==> src/rtl/mem_port_arbiter_pkg.sv <==
// Shared types and constants for the instruction/data memory port arbiter.
package mem_port_arbiter_pkg;

  localparam int XLEN = 32;

  // Access size the fetch port always uses (one 32-bit instruction word).
  localparam logic [2:0] SIZE_WORD = 3'b010;

  typedef enum logic [1:0] {
    ARB_IDLE,
    ARB_REQ,
    ARB_WAIT,
    ARB_RSP
  } arb_state_e;

  typedef enum logic [1:0] {
    OWN_NONE,
    OWN_IF,
    OWN_DATA
  } arb_owner_e;

  // Command latched at grant time and replayed on the bus until accepted.
  typedef struct packed {
    logic [XLEN-1:0] adr;
    logic            we;
    logic [XLEN-1:0] wdata;
    logic [2:0]      size;
  } mem_cmd_t;

endpackage

==> src/rtl/mem_arb_prio.sv <==
// Winner selection between fetch and data requesters. Data normally wins;
// after FAIR_LIMIT consecutive data wins over a waiting fetch, fetch wins one.
module mem_arb_prio
  import mem_port_arbiter_pkg::*;
#(
  parameter int unsigned FAIR_LIMIT = 4
) (
  input  logic clk,
  input  logic reset_n,
  input  logic arb_en,
  input  logic if_req,
  input  logic d_req,
  output logic if_win,
  output logic d_win
);

  localparam logic [3:0] LIMIT = 4'(FAIR_LIMIT);

  logic [3:0] fair_cnt;

  // Combinational winner select; only meaningful while the arbiter is idle.
  // NOTE: every output gets a value before any branch, so no latch is inferred.
  always_comb begin
    d_win  = 1'b0;
    if_win = 1'b0;
    if (arb_en) begin
      d_win  = d_req && (!if_req || (fair_cnt < LIMIT));
      if_win = if_req && !d_win;
    end
  end

  // Count data wins taken while a fetch was waiting; any other grant clears it.
  // NOTE: state registers use non-blocking assignments so all flops update together.
  always_ff @(posedge clk or negedge reset_n) begin
    if (!reset_n) begin
      fair_cnt <= '0;
    end else if (d_win && if_req) begin
      fair_cnt <= fair_cnt + 4'd1;
    end else if (d_win || if_win) begin
      fair_cnt <= '0;
    end
  end

endmodule

==> src/rtl/mem_port_arbiter.sv <==
// Shares one single-port memory bus between the fetch and data ports of the
// core, with one transaction outstanding at a time.
module mem_port_arbiter
  import mem_port_arbiter_pkg::*;
#(
  parameter int unsigned FAIR_LIMIT = 4
) (
  input  logic            clk,
  input  logic            reset_n,
  // fetch port
  input  logic            if_req_i,
  input  logic [XLEN-1:0] if_adr_i,
  input  logic            if_flush_i,
  output logic            if_gnt_o,
  output logic            if_rvalid_o,
  output logic [31:0]     if_rdata_o,
  // data port
  input  logic            d_req_i,
  input  logic [XLEN-1:0] d_adr_i,
  input  logic            d_we_i,
  input  logic [XLEN-1:0] d_wdata_i,
  input  logic [2:0]      d_size_i,
  output logic            d_gnt_o,
  output logic            d_rvalid_o,
  output logic [XLEN-1:0] d_rdata_o,
  // memory bus
  output logic            mem_req_o,
  output logic [XLEN-1:0] mem_adr_o,
  output logic            mem_we_o,
  output logic [XLEN-1:0] mem_wdata_o,
  output logic [2:0]      mem_size_o,
  input  logic            mem_gnt_i,
  input  logic            mem_rvalid_i,
  input  logic [XLEN-1:0] mem_rdata_i
);

  arb_state_e      state_q, state_d;
  arb_owner_e      owner_q, owner_d;
  mem_cmd_t        cmd_q, cmd_d;
  logic [XLEN-1:0] rdata_q, rdata_d;
  logic            drop_q, drop_d;

  logic arb_en;
  logic if_win;
  logic d_win;

  // Grants are only offered while idle; holding reset also blocks them so
  // every output reads 0 for the whole reset period.
  assign arb_en = reset_n && (state_q == ARB_IDLE);

  mem_arb_prio #(
    .FAIR_LIMIT (FAIR_LIMIT)
  ) u_prio (
    .clk     (clk),
    .reset_n (reset_n),
    .arb_en  (arb_en),
    .if_req  (if_req_i),
    .d_req   (d_req_i),
    .if_win  (if_win),
    .d_win   (d_win)
  );

  // Next-state logic: latch the winner's command, track the bus handshake,
  // capture the response and remember whether a flushed fetch must be dropped.
  always_comb begin
    state_d = state_q;
    owner_d = owner_q;
    cmd_d   = cmd_q;
    rdata_d = rdata_q;
    drop_d  = drop_q;

    unique case (state_q)
      ARB_IDLE: begin
        drop_d = 1'b0;
        if (d_win) begin
          cmd_d   = '{adr: d_adr_i, we: d_we_i, wdata: d_wdata_i, size: d_size_i};
          owner_d = OWN_DATA;
          state_d = ARB_REQ;
        end else if (if_win) begin
          cmd_d   = '{adr: if_adr_i, we: 1'b0, wdata: '0, size: SIZE_WORD};
          owner_d = OWN_IF;
          // A branch in the grant cycle already makes this fetch stale.
          drop_d  = if_flush_i;
          state_d = ARB_REQ;
        end
      end

      ARB_REQ: begin
        if (if_flush_i && (owner_q == OWN_IF)) drop_d = 1'b1;
        // A response arriving together with the bus grant is a protocol
        // violation by the bus and is deliberately not observed here.
        if (mem_gnt_i) state_d = ARB_WAIT;
      end

      ARB_WAIT: begin
        if (if_flush_i && (owner_q == OWN_IF)) drop_d = 1'b1;
        if (mem_rvalid_i) begin
          rdata_d = cmd_q.we ? '0 : mem_rdata_i;
          state_d = ARB_RSP;
        end
      end

      ARB_RSP: begin
        owner_d = OWN_NONE;
        drop_d  = 1'b0;
        state_d = ARB_IDLE;
      end

      default: begin
        owner_d = OWN_NONE;
        drop_d  = 1'b0;
        state_d = ARB_IDLE;
      end
    endcase
  end

  // State, owner, command and response registers.
  always_ff @(posedge clk or negedge reset_n) begin
    if (!reset_n) begin
      state_q <= ARB_IDLE;
      owner_q <= OWN_NONE;
      cmd_q   <= '0;
      rdata_q <= '0;
      drop_q  <= 1'b0;
    end else begin
      state_q <= state_d;
      owner_q <= owner_d;
      cmd_q   <= cmd_d;
      rdata_q <= rdata_d;
      drop_q  <= drop_d;
    end
  end

  assign if_gnt_o    = if_win;
  assign d_gnt_o     = d_win;

  assign mem_req_o   = (state_q == ARB_REQ);
  assign mem_adr_o   = cmd_q.adr;
  assign mem_we_o    = cmd_q.we;
  assign mem_wdata_o = cmd_q.wdata;
  assign mem_size_o  = cmd_q.size;

  // A flush arriving in the response cycle itself also discards the fetch.
  assign if_rvalid_o = (state_q == ARB_RSP) && (owner_q == OWN_IF) && !drop_q && !if_flush_i;
  assign d_rvalid_o  = (state_q == ARB_RSP) && (owner_q == OWN_DATA);

  assign if_rdata_o  = if_rvalid_o ? rdata_q[31:0] : 32'h0;
  assign d_rdata_o   = d_rvalid_o  ? rdata_q       : '0;

endmodule
==> config.mk <==
export PLATFORM = sky130hd
export DESIGN_NAME = mem_port_arbiter
export DESIGN_NICKNAME = d
export VERILOG_FILES = /design/src/rtl/mem_port_arbiter_pkg.sv /design/src/rtl/mem_arb_prio.sv /design/src/rtl/mem_port_arbiter.sv
export SDC_FILE = /design/constraint.sdc
export NUM_CORES = 1
export LEC_CHECK = 0
export ABC_AREA = 1
export CAP_MARGIN = 20
export CORE_MARGIN = 2
export CORE_UTILIZATION = 38
export CTS_CLUSTER_DIAMETER = 60
export DETAILED_ROUTE_END_ITERATION = 8
export HOLD_SLACK_MARGIN = 0.06
export PLACE_DENSITY = 0.87
export SYNTH_ARGS = -nofsm -noshare
export SYNTH_HDL_FRONTEND = slang
export SYNTH_SLANG_ARGS = --single-unit
==> constraint.sdc <==
create_clock -name clk -period 1.65 [get_ports clk]
set_input_delay 0.165 -clock clk [delete_from_list [all_inputs] [get_ports clk]]
set_output_delay 0.165 -clock clk [all_outputs]
set_load 0.02 [all_outputs]
After elaboration in Yosys (flattened, before gate mapping)
Cells that the tools add are included.
{ "totals": {"register_bits": 109, "inputBits": 139} }
{ "op_classes": {"add_sub_neg": 1, "reduce_logical": 24, "n_lt_le_gt_ge": 1, "n_eq_ne": 9, "muxes": 20} }
{ "ops": {"columns": ["cell", "n"], "rows": [
  ["68-bit two-way mux", 2],
  ["32-bit two-way mux", 3],
  ["2-bit two-way mux", 5],
  ["1-bit logical AND", 9],
  ["4-bit two-way mux", 2],
  ["2-bit one-hot mux with 4 select lines", 1],
  ["2-bit == test, second input constant", 3],
  ["2-bit AND reduction", 3],
  ["2-bit nonzero test", 3],
  ["1-bit two-way mux", 5],
  ["4-bit by 1-bit adder with 4-bit output, second input constant", 1],
  ["2-bit by 1-bit == test with 1-bit output, second input constant", 2],
  ["1-bit logical NOT", 4],
  ["4-bit by 3-bit less-than comparator with 1-bit output, second input constant", 1],
  ["2-bit by 1-bit inequality test with 1-bit output, second input constant", 2],
  ["2-bit one-hot mux with 2 select lines", 1],
  ["3-bit by 1-bit inequality test with 1-bit output, second input constant", 1],
  ["1-bit one-hot mux with 3 select lines", 1],
  ["3-bit AND reduction", 1],
  ["2-bit logical NOT", 1],
  ["1-bit logical OR", 2],
  ["2-bit inequality test, second input constant", 1],
  ["2-bit OR reduction", 1]
]} }

Longest topological paths before layout
Gate-level depths: netlist (run 1).
{ "depth": {"depth_word": 9, "ltp_mapped": 8, "mapped_depth_nobuf": 8} }

Modules after synthesis
A second synthesis (run 1) with hierarchy kept.
{ "unflattened": {"cells_unflattened": 612, "hier_area_um2": 5054.8} }
{ "modules_own_cells": {"columns": ["mod", "area_per_inst_um2", "cells_per_inst", "instances"], "rows": [
  ["mem_port_arbiter", 4857.2, 590, 1],
  ["mem_arb_prio", 197.7, 22, 1]
]} }

Least setup slack after synthesis (run 1)
No wires, ideal clock.
{ "synth_path": {"path_kind": "register to output", "from": "register state_q[0]", "to": "output d_rdata_o[10]", "stages_incl_launch_ff": 7, "required_time_ps": 1485, "t_arrival_ps": 1802, "path_slack_ps": -317, "cell_sequence": "dfrtp_1 -> ha_1 -> inv_2 -> nor3_1 -> inv_1 -> buf_2 -> nor2_1"} }
{ "synth_via": {"elab_chain_cells": 3} }
{ "synth_rtl": {"columns": ["item", "line", "source"], "rows": [
  ["from (decl)", "mem_port_arbiter.sv:37", "arb_state_e state_q, state_d;"],
  ["from (signal assigned)", "mem_port_arbiter.sv:126", "state_q <= state_d;"],
  ["2-bit == test", "mem_port_arbiter.sv:145", "assign d_rvalid_o = (state_q == ARB_RSP) && (owner_q == OWN_DATA);"],
  ["1-bit logical AND", "mem_port_arbiter.sv:145", null],
  ["named net d_rvalid_o", "mem_port_arbiter.sv:24", "output logic d_rvalid_o,"],
  ["32-bit two-way mux", "mem_port_arbiter.sv:148", "assign d_rdata_o = d_rvalid_o ? rdata_q : '0;"],
  ["to (decl)", "mem_port_arbiter.sv:25", "output logic [XLEN-1:0] d_rdata_o,"]
]} }
The timed path passes the listed nets, and every way through them passes these cells.

Final worst setup path (run 1)
{ "layout_path": {"from": "register state_q[0]", "to": "output if_rdata_o[4]"} }
{ "layout_via": {"elab_chain_cells": 5} }
{ "layout_rtl": {"columns": ["item", "line", "source"], "rows": [
  ["2-bit == test", "mem_port_arbiter.sv:144", "assign if_rvalid_o = (state_q == ARB_RSP) && (owner_q == OWN_IF) && !drop_q && !if_flush_i;"],
  ["1-bit logical AND (3 in a row)", "mem_port_arbiter.sv:144", null],
  ["32-bit two-way mux", "mem_port_arbiter.sv:147", "assign if_rdata_o = if_rvalid_o ? rdata_q[31:0] : 32'h0;"],
  ["to (decl)", "mem_port_arbiter.sv:16", "output logic [31:0] if_rdata_o,"]
]} }
Every way passes these cells.

==> flow_summary.yaml, run 1 <==
status:
  status: "complete, but fails checks"
  violations: "negative setup slack"
synthesis:
  syn_inst: 606
  syn_avg_cell_area_sq_um: 8.267
  syn_nets: 750
  yosys_register_bits: 109
  ys_warn_count: 0
  yosysSeqAreaShare_pct: 54.45
  synth.distinct_cells: 27
  syn_area_sq_um: 5010
die:
  die_x_um: 118.8
  rows: 41
  core_sq_um: 12720
  die_area_sq_um: 14120
  io_pins: 276
  die_y_um: 118.8
  start_util_pct: 39.38
sta:
  fin_ws_ps: -404.6
  slew_headroom_pct: 40.52
  fmax_ghz: 0.4867
  drv_slew: 0
  tightest_slew_ps: 892.2
  rsz0062_at_grt: "true"
  period_share_pct: 124.5
  hold_viol_final: 0
  setup_viol: 147
  finalClockSkew_ps: 9.934
  fin_crit_ps: 2055
worst_setup_path:
  critPathRequiredTime_ps: 1480
  end_kind: "primary output"
  cpPeakStageDelay_ps: 370
  worst_ep_arrival_time_ps: 1890
  crit_family: "simple AND/OR/NAND/NOR gates"
  cp-start-kind: "flip-flop"
  crit_slowest_cell: "dfrtp_1"
  crit_buf_inv: 4
  critical_path_class: "flip-flop to primary output"
  crit_chain: "ha_2, inv_2, or3_4, nor2_4, inv_4, buf_12, nor2_2, buf_4"
  path_max_fanout: 12
cells_and_area:
  nFillCells: 890
  antennaDiodeCount: 0
  final_nets: 1061
  final_common_cell: "clkdlybuf4s50_1"
  drive_gt1_share_pct: 30.40
  final_cell_mix: "205 x clkdlybuf4s50_1, 129 x nand2_1, 109 x dfrtp_1"
  post-route-util_pct: 74.58
  multi_input_area_sq_um: 2437
  ff_latch_area_sq_um: 2728
  syn_to_final_growth_pct: 89.39
placement:
  gp_congestion: 0.8067
  hpwlAfterDp_mm: 12.30
  io_buffers: 275
cts:
  numCtsBuffers: 9
  cts_tree: "yes"
  h-tree-depth: 3
  cts_sinks: 109
  clk_pin_slew_worst_paths_ps: 80
  clock_latency_ps: 340
  clockBufferDepth: 2
  cts_root_buf: "clkbuf_16"
grt:
  grt.total_usage_pct: 24.90
  antenna_found_initial: 0
  grt-ovfl-total: 0
  grt_max_degree: 71
  grt_pass1_vias: 5455
  grt_pass1_wl_mm: 27.79
power_and_ir_drop:
  ir_worst_vdd_uv: 861.8
  power_density_nw_per_um2: 1527
  p_total_uw: 14480
  p_leak_uw: 0.004312
drt:
  vias: 5442
  wl_per_cell_um: 17.54
  detail_route.first_pass.iterations: 6
  drc: 0
  totalWireLength_mm: 19.17
  vias_per_cell: 4.979
  postRouteAntennaNets: 0
  drtIter0Drc: 362
min_path:
  min_path_type: "input port to flip-flop"
run:
  maxCapViolCount: 0
==> synth_stat cells <==
cell type | count | area, sq um
xnor2_1 | 1 | 8.760
buf_2 | 12 | 60.06
nand3_1 | 102 | 510.5
inv_2 | 3 | 11.26
buf_1 | 3 | 11.26
inv_1 | 47 | 176.4
nor2_2 | 11 | 68.82
nor2_1 | 55 | 206.5
ha_1 | 5 | 62.56
nand3b_4 | 1 | 20.02
nand2_4 | 1 | 11.26
nand2_2 | 1 | 6.260
o22ai_1 | 1 | 6.260
nor3_1 | 2 | 10.01
a21oi_1 | 1 | 5.000
o21ai_1 | 4 | 20.02
nor2_4 | 1 | 11.26
or3_1 | 1 | 6.260
o211ai_1 | 3 | 22.52
clkbuf_1 | 7 | 26.28
dfrtp_1 | 109 | 2728
buf_6 | 4 | 45.04
buf_4 | 10 | 75.07
o21ai_4 | 1 | 16.27
nand2_1 | 185 | 694.4
nor2_8 | 1 | 20.02
o21ai_0 | 34 | 170.2
==> area by class of cell <==
| cell class | instances | share of cell area, % |
|---|---|---|
| clock inverter | 3 | 0.2242 |
| sequential | 109 | 28.75 |
| clock buffer | 12 | 2.703 |
| multi-input combinational | 411 | 25.69 |
| inverter | 50 | 2.110 |
| timing repair buffer | 336 | 38.26 |
| tap | 172 | 2.268 |
==> registers in the layout (all words and copies together), names as in the netlist <==
signal           count
mem_we_o             1
mem_wdata_o         32
mem_size_o           3
state_q              2
mem_adr_o           32
rdata_q             32
u_prio.fair_cnt      4
owner_q              2
drop_q               1
==> final timing paths <==
| path | from | end | slack [ps] | cells after the start |
|---|---|---|---|---|
| worst max-delay path | state_q[0] | if_rdata_o[4] | -400 | 8 |
| worst min-delay path | d_wdata_i[21] | mem_wdata_o[21] | 340 | 3 |
| worst max register to register | state_q[1] | mem_wdata_o[3] | -290 | 12 |
| worst min register to register | mem_wdata_o[31] | mem_wdata_o[31] | 490 | 2 |
| max in group asynchronous | reset_n | mem_adr_o[4] | 340 | 3 |
| min in group asynchronous | reset_n | mem_wdata_o[12] | 580 | 3 |
==> cell families after synthesis <==
logic type / share of synthesized area, %
buffers and inverters: 8.092
AO/OA/AOI/OAI: 4.795
AND/OR/NAND/NOR: 31.24
XOR/XNOR: 0.1749
flip-flops: 54.45
adder cells (fa/ha/maj): 1.249
==> worst reg2reg max path: stages (launching register included) <==
cell,delay [ps]
dfrtp_1,390
buf_4,140
buf_4,120
buf_6,120
inv_4,50
ha_4,160
buf_6,110
o211ai_1,130
buf_6,220
buf_12,150
buf_16,130
nand2_1,60
nand2_1,50
==> layer usage <==
| metal | vias up | global-route usage [%] | wire length, um | part of all wire, % |
|---|---|---|---|---|
| met5 | - | 0 | 0 | 0 |
| met4 | 0 | 8.929 | 482 | 2.5 |
| met3 | 40 | 8.142 | 1515 | 7.9 |
| met2 | 258 | 43.57 | 9869 | 51 |
| met1 | 2609 | 28.41 | 7307 | 38 |
| li1 | 2535 | - | - | - |
==> metrics by stage <==
| stage | setup WS, ps | area (sq um) | hold slack (ps) | setup TNS (ps) | instances |
|---|---|---|---|---|---|
| 2_1_floorplan | -77.06 | 5190 | -130.6 | -3433 | 606 |
| 3_3_place_gp | -556.7 | 8361 | 319.3 | -28690 | 1054 |
| 3_5_place_dp | -593.2 | 8361 | 319.4 | -31750 | 1054 |
| 4_1_cts | -358.8 | 9014 | 335.1 | -23060 | 1085 |
| 5_1_grt | -472.8 | 9488 | 348.0 | -49320 | 1093 |
| 6_report | -404.6 | 9488 | 343.9 | -36910 | 1093 |
==> where the power goes <==
group	leakage, uW	switching, uW	internal [uW]
clock	0.000135	960	1100
sequential	0.00137	713	3850
combinational	0.00280	4220	3640
total	0.00431	5890	8590
==> repair_timing <==
action	in CTS	in global routing
endpoints found under the setup margin	105	163
pin swaps	12	17
resized for setup	411	116
cloned	7	4
buffers inserted	9	6
endpoints found under the hold margin	39	0
hold buffers	1	0
Note: power is estimated with default switching activity, not from simulation.
==> inputs of run 2 (changes only) <==
--- a/config.mk
+++ b/config.mk
@@ -7,7 +7,6 @@
 export LEC_CHECK = 0
 export ABC_AREA = 1
 export CAP_MARGIN = 20
-export CORE_MARGIN = 2
 export CORE_UTILIZATION = 38
 export CTS_CLUSTER_DIAMETER = 60
 export DETAILED_ROUTE_END_ITERATION = 8
==> flow_summary.yaml, run 2 (synthesis results as in run 1) <==
die:
  die_y_um: 116.8
  io_pins: 276
  start_util_pct: 39.38
  die_area_sq_um: 13650
  die_x_um: 116.8
  rows: 41
  core_sq_um: 12720
worst_setup_path:
  cp_common_cell: "nor2_4"
  crit_buf_inv: 4
  crit_family: "simple AND/OR/NAND/NOR gates"
  crit_cells: 8
  end_kind: "primary output"
  crit_slowest_cell: "dfrtp_1"
  cpPeakStageDelay_ps: 390
  critPathRequiredTime_ps: 1480
  crit_chain: "ha_2, inv_2, or3_4, nor2_4, inv_4, buf_12, nor2_4, buf_6"
  critical_path_class: "flip-flop to primary output"
  worst_ep_arrival_time_ps: 1910
  cp-start-kind: "flip-flop"
  path_max_fanout: 11
  r2r_cells: 12
placement:
  dp_cells: 1059
  io_buffers: 275
  hpwlAfterDp_mm: 11.65
  post-place-ws_ps: -598.8
  gp_congestion: 0.7778
sta:
  finalClockSkew_ps: 6.361
  slew_headroom_pct: 59.04
  hold_viol_final: 0
  fin_ws_ps: -424.2
  rsz0062_at_grt: "true"
  hold_ws_ps: 357.7
  setup_viol: 150
  fin_crit_ps: 2074
  fmax_ghz: 0.4821
  period_share_pct: 125.7
  drv_slew: 0
  tightest_slew_ps: 614.4
drt:
  totalWireLength_mm: 20.11
  vias_per_cell: 5.045
  drtIter0Drc: 419
  vias: 5610
  postRouteAntennaNets: 0
  wl_per_cell_um: 18.08
  drc: 0
  detail_route.first_pass.iterations: 6
cts:
  cts_root_buf: "clkbuf_16"
  cts_sinks: 109
  clk_pin_slew_worst_paths_ps: 70
  numCtsBuffers: 9
  clockBufferDepth: 2
  clock_latency_ps: 340
  h-tree-depth: 3
  cts_tree: "yes"
status:
  violations: "negative setup slack"
  status: "complete, but fails checks"
grt:
  grt-ovfl-total: 0
  grt.total_usage_pct: 25.58
  grt_pass1_vias: 5179
  grt_max_degree: 110
  grt_pass1_wl_mm: 26.39
  antenna_found_initial: 0
power_and_ir_drop:
  ir_worst_vdd_uv: 915.3
  power_density_nw_per_um2: 1486
  p_total_uw: 14710
  p_leak_uw: 0.004453
min_path:
  min_path_type: "input port to flip-flop"
  min_path_cells: 3
cells_and_area:
  final_cell_mix: "205 x clkdlybuf4s50_1, 164 x nand2_1, 109 x dfrtp_1"
  nFillCells: 805
  final_common_cell: "clkdlybuf4s50_1"
  drive_gt1_share_pct: 29.89
  fin_cells: 1112
  post-route-util_pct: 77.82
  antennaDiodeCount: 0
  syn_to_final_growth_pct: 97.63
  final_nets: 1083
run:
  maxCapViolCount: 0
run 2: metal layers:
layer | share of wire, % | routed length [um] | up-vias | track usage [%]
met5 | 0 | 0 | - | 0
met4 | 3.5 | 697 | 0 | 8.270
met3 | 9.0 | 1804 | 62 | 6.128
met2 | 49 | 9933 | 301 | 45.09
met1 | 38 | 7670 | 2672 | 30.86
li1 | - | - | 2575 | -
run 2: cell type report:
class | count | area [sq um] | share of cell area [%]
flip-flops and latches | 109 | 2728 | 27.55
clock buffers | 10 | 229.0 | 2.313
multi-input cells | 411 | 2489 | 25.14
inverters | 50 | 195.2 | 1.971
repair buffers | 358 | 4030 | 40.71
well taps | 172 | 215.2 | 2.174
clock inverters | 2 | 15.01 | 0.1516
run 2: timing repair:
action / CTS / global route
setup buffers: 16 / 11
hold buffers: 1 / 0
endpoints found under the hold margin: 109 / 0
cloned: 12 / 3
pin swaps: 8 / 14
endpoints found under the setup margin: 145 / 146
gates resized for setup: 390 / 175
run 2: where the power goes:
part	switching (uW)	internal, uW	total, uW
logic	4410	3850	8270
registers	660	3850	4510
clock network	940	993	1930
total	6010	8700	14700
run 2: worst paths after layout:
kind	startpoint	endpoint	slack, ps
worst max-delay path	state_q[1]	if_rdata_o[17]	-420
worst min-delay path	d_wdata_i[23]	mem_wdata_o[23]	360
worst max register to register	state_q[1]	mem_adr_o[31]	-400
worst min register to register	mem_wdata_o[9]	mem_wdata_o[9]	480
max in group asynchronous	reset_n	mem_adr_o[3]	640
min in group asynchronous	reset_n	u_prio.fair_cnt[3]	520
run 2: per-stage QoR:
stage	setup TNS, ps	instance area, sq um
3_3_place_gp	-36650	8376
4_1_cts	-27760	9134
6_report	-46280	9901
3_5_place_dp	-42800	8376
5_1_grt	-54930	9901
2_1_floorplan	-3433	5190
run 2: tightest hold or removal path, cell delays in order:
cell and delay (ps):
clkdlybuf4s50_1 390, nand2_1 60, nand2_1 40
==> inputs of run 3 (changes only) <==
--- a/config.mk
+++ b/config.mk
@@ -8,6 +8,7 @@
 export ABC_AREA = 1
 export CAP_MARGIN = 20
 export CORE_UTILIZATION = 38
+export CTS_BUF_LIST = sky130_fd_sc_hd__clkbuf_4
 export CTS_CLUSTER_DIAMETER = 60
 export DETAILED_ROUTE_END_ITERATION = 8
 export HOLD_SLACK_MARGIN = 0.06
==> constraint.sdc (replaced) <==
create_clock -name clk -period 1.65 [get_ports clk]
set_input_delay 0.165 -clock clk [delete_from_list [all_inputs] [get_ports clk]]
set_output_delay 0.165 -clock clk [all_outputs]
set_load 0.1 [all_outputs]
==> flow_summary.yaml, run 3 (synthesis results as in run 1) <==
worst_setup_path:
  critPathRequiredTime_ps: 1480
  path_max_fanout: 13
  critical_path_class: "flip-flop to primary output"
  crit_chain: "ha_1, inv_2, or3_4, nor2_4, inv_4, buf_12, nor2_4, buf_12"
  r2r_cells: 12
  end_kind: "primary output"
  crit_slowest_cell: "dfrtp_1"
  cpPeakStageDelay_ps: 390
  worst_ep_arrival_time_ps: 2100
  cp-start-kind: "flip-flop"
  reg2reg_setup_slack_ps: -400
run:
  maxCapViolCount: 0
sta:
  period_share_pct: 137.4
  fmax_ghz: 0.4411
  fin_ws_ps: -617.1
  fin_crit_ps: 2267
  rsz0062_at_grt: "true"
  setup_viol: 151
  drv_slew: 0
  tightest_slew_ps: 890.4
  finalClockSkew_ps: 43.00
  hold_ws_ps: 212.4
  hold_viol_final: 0
  slew_headroom_pct: 40.64
cells_and_area:
  drive_gt1_share_pct: 41.45
  final_cell_mix: "151 x buf_12, 137 x clkdlybuf4s50_1, 130 x nand2_1"
  fin_cells: 1108
  post-route-util_pct: 87.47
  final_common_cell: "buf_12"
  antennaDiodeCount: 0
  stdcell_area_sq_um: 11130
  final_nets: 1075
  syn_to_final_growth_pct: 122.1
grt:
  grt_pass1_wl_mm: 29.40
  grt_max_degree: 70
  grt.total_usage_pct: 28.69
  antenna_found_initial: 0
  grt-ovfl-total: 0
  grt_pass1_vias: 5673
cts:
  clock_latency_ps: 470
  h-tree-depth: 3
  clk_pin_slew_worst_paths_ps: 190
  cts_tree: "yes"
  numCtsBuffers: 9
  cts_root_buf: "clkbuf_4"
  cts_sinks: 109
  clockBufferDepth: 2
power_and_ir_drop:
  clockPowerShare_pct: 6.5
  p_int_uw: 9846
  p_sw_uw: 12070
  ir_worst_vdd_uv: 1873
  p_sw_share_pct: 55.08
  p_leak_uw: 0.004890
  seqPwrFrac_pct: 23.2
  p_total_uw: 21920
  power_density_nw_per_um2: 1970
  pwr-share-comb_pct: 70.3
min_path:
  min_path_cells: 3
  min_path_type: "input port to flip-flop"
status:
  violations: "negative setup slack"
  status: "complete, but fails checks"
placement:
  placed_area_sq_um: 10120
  dp_cells: 1057
  hpwlAfterDp_mm: 14.57
  gp_congestion: 0.8447
  io_buffers: 275
drt:
  vias: 5804
  drc: 0
  wl_per_cell_um: 21.28
  postRouteAntennaNets: 0
  drtIter0Drc: 555
  totalWireLength_mm: 23.58
  vias_per_cell: 5.238
  detail_route.first_pass.iterations: 5
die:
  start_util_pct: 39.38
  die_x_um: 116.8
  rows: 41
  io_pins: 276
  die_area_sq_um: 13650
  die_y_um: 116.8
  core_sq_um: 12720
==> run 3: cell count changes in the layout (fill, tap and decap cells not counted), sizes merged, moves of 2 or more <==
cell / before / now
bufbuf: 3 / 0
clkinvlp: 2 / 0
clkdlybuf4s50: 205 / 137
inv: 50 / 52
buf: 147 / 206
clkbuf: 12 / 16
clkinv: 0 / 2
==> run 3: path summary, 6_finish.rpt <==
kind	start	end
max	state_q[1]	if_rdata_o[30]
min	d_we_i	mem_we_o
max reg2reg	state_q[0]	mem_adr_o[15]
min reg2reg	u_prio.fair_cnt[0]	u_prio.fair_cnt[0]
max in group asynchronous	reset_n	mem_we_o
min in group asynchronous	reset_n	u_prio.fair_cnt[0]
==> run 3: power by group through the flow <==
stage	clock (uW)	combinational [uW]	sequential, uW
final	1420	15400	5090
after global routing	1540	15900	5180
after CTS	1430	14300	4830
after detailed placement	0	14000	4890
after global placement	0	13700	4810
after floorplan	0	3530	9730
==> run 3: area by class of cell <==
class | count | area, sq um
inverters | 50 | 200.2
flip-flops and latches | 109 | 2729
well taps | 172 | 215.2
multi-input cells | 412 | 2735
clock buffers | 11 | 82.58
fillers | 550 | 1594
clock inverters | 5 | 57.56
repair buffers | 349 | 5109
==> run 3: repair_timing <==
item                                    CTS  global route
endpoints found under the hold margin   109             0
buffers inserted                         10            13
hold buffers                              1             0
cloned                                    4             9
pin swaps                                 7            30
gates resized for setup                  18           113
endpoints found under the setup margin  100           143
==> run 3: worst max-delay path, delay by kind of cell (launching register included) <==
kind	cells	cell delay [ps]
flip-flops	1	390
AND/OR/NAND/NOR	3	600
adder cells (fa/ha/maj)	1	160
buffers and inverters	4	480
==> run 3: per-stage QoR <==
| step | TNS (ps) | setup slack, ps |
|---|---|---|
| floorplan | -51230 | -819.8 |
| global placement | -7070 | -243.2 |
| detailed placement | -7303 | -245.2 |
| CTS | -36430 | -583.2 |
| global route | -72110 | -722.4 |
| finish | -58540 | -617.1 |
==> run 3: layer usage <==
| layer | track usage (%) | share of wire, % |
|---|---|---|
| met1 | 32.16 | 35 |
| met2 | 50.37 | 53 |
| met3 | 7.930 | 8.7 |
| met4 | 14.18 | 3.5 |
| met5 | 0 | 0 |
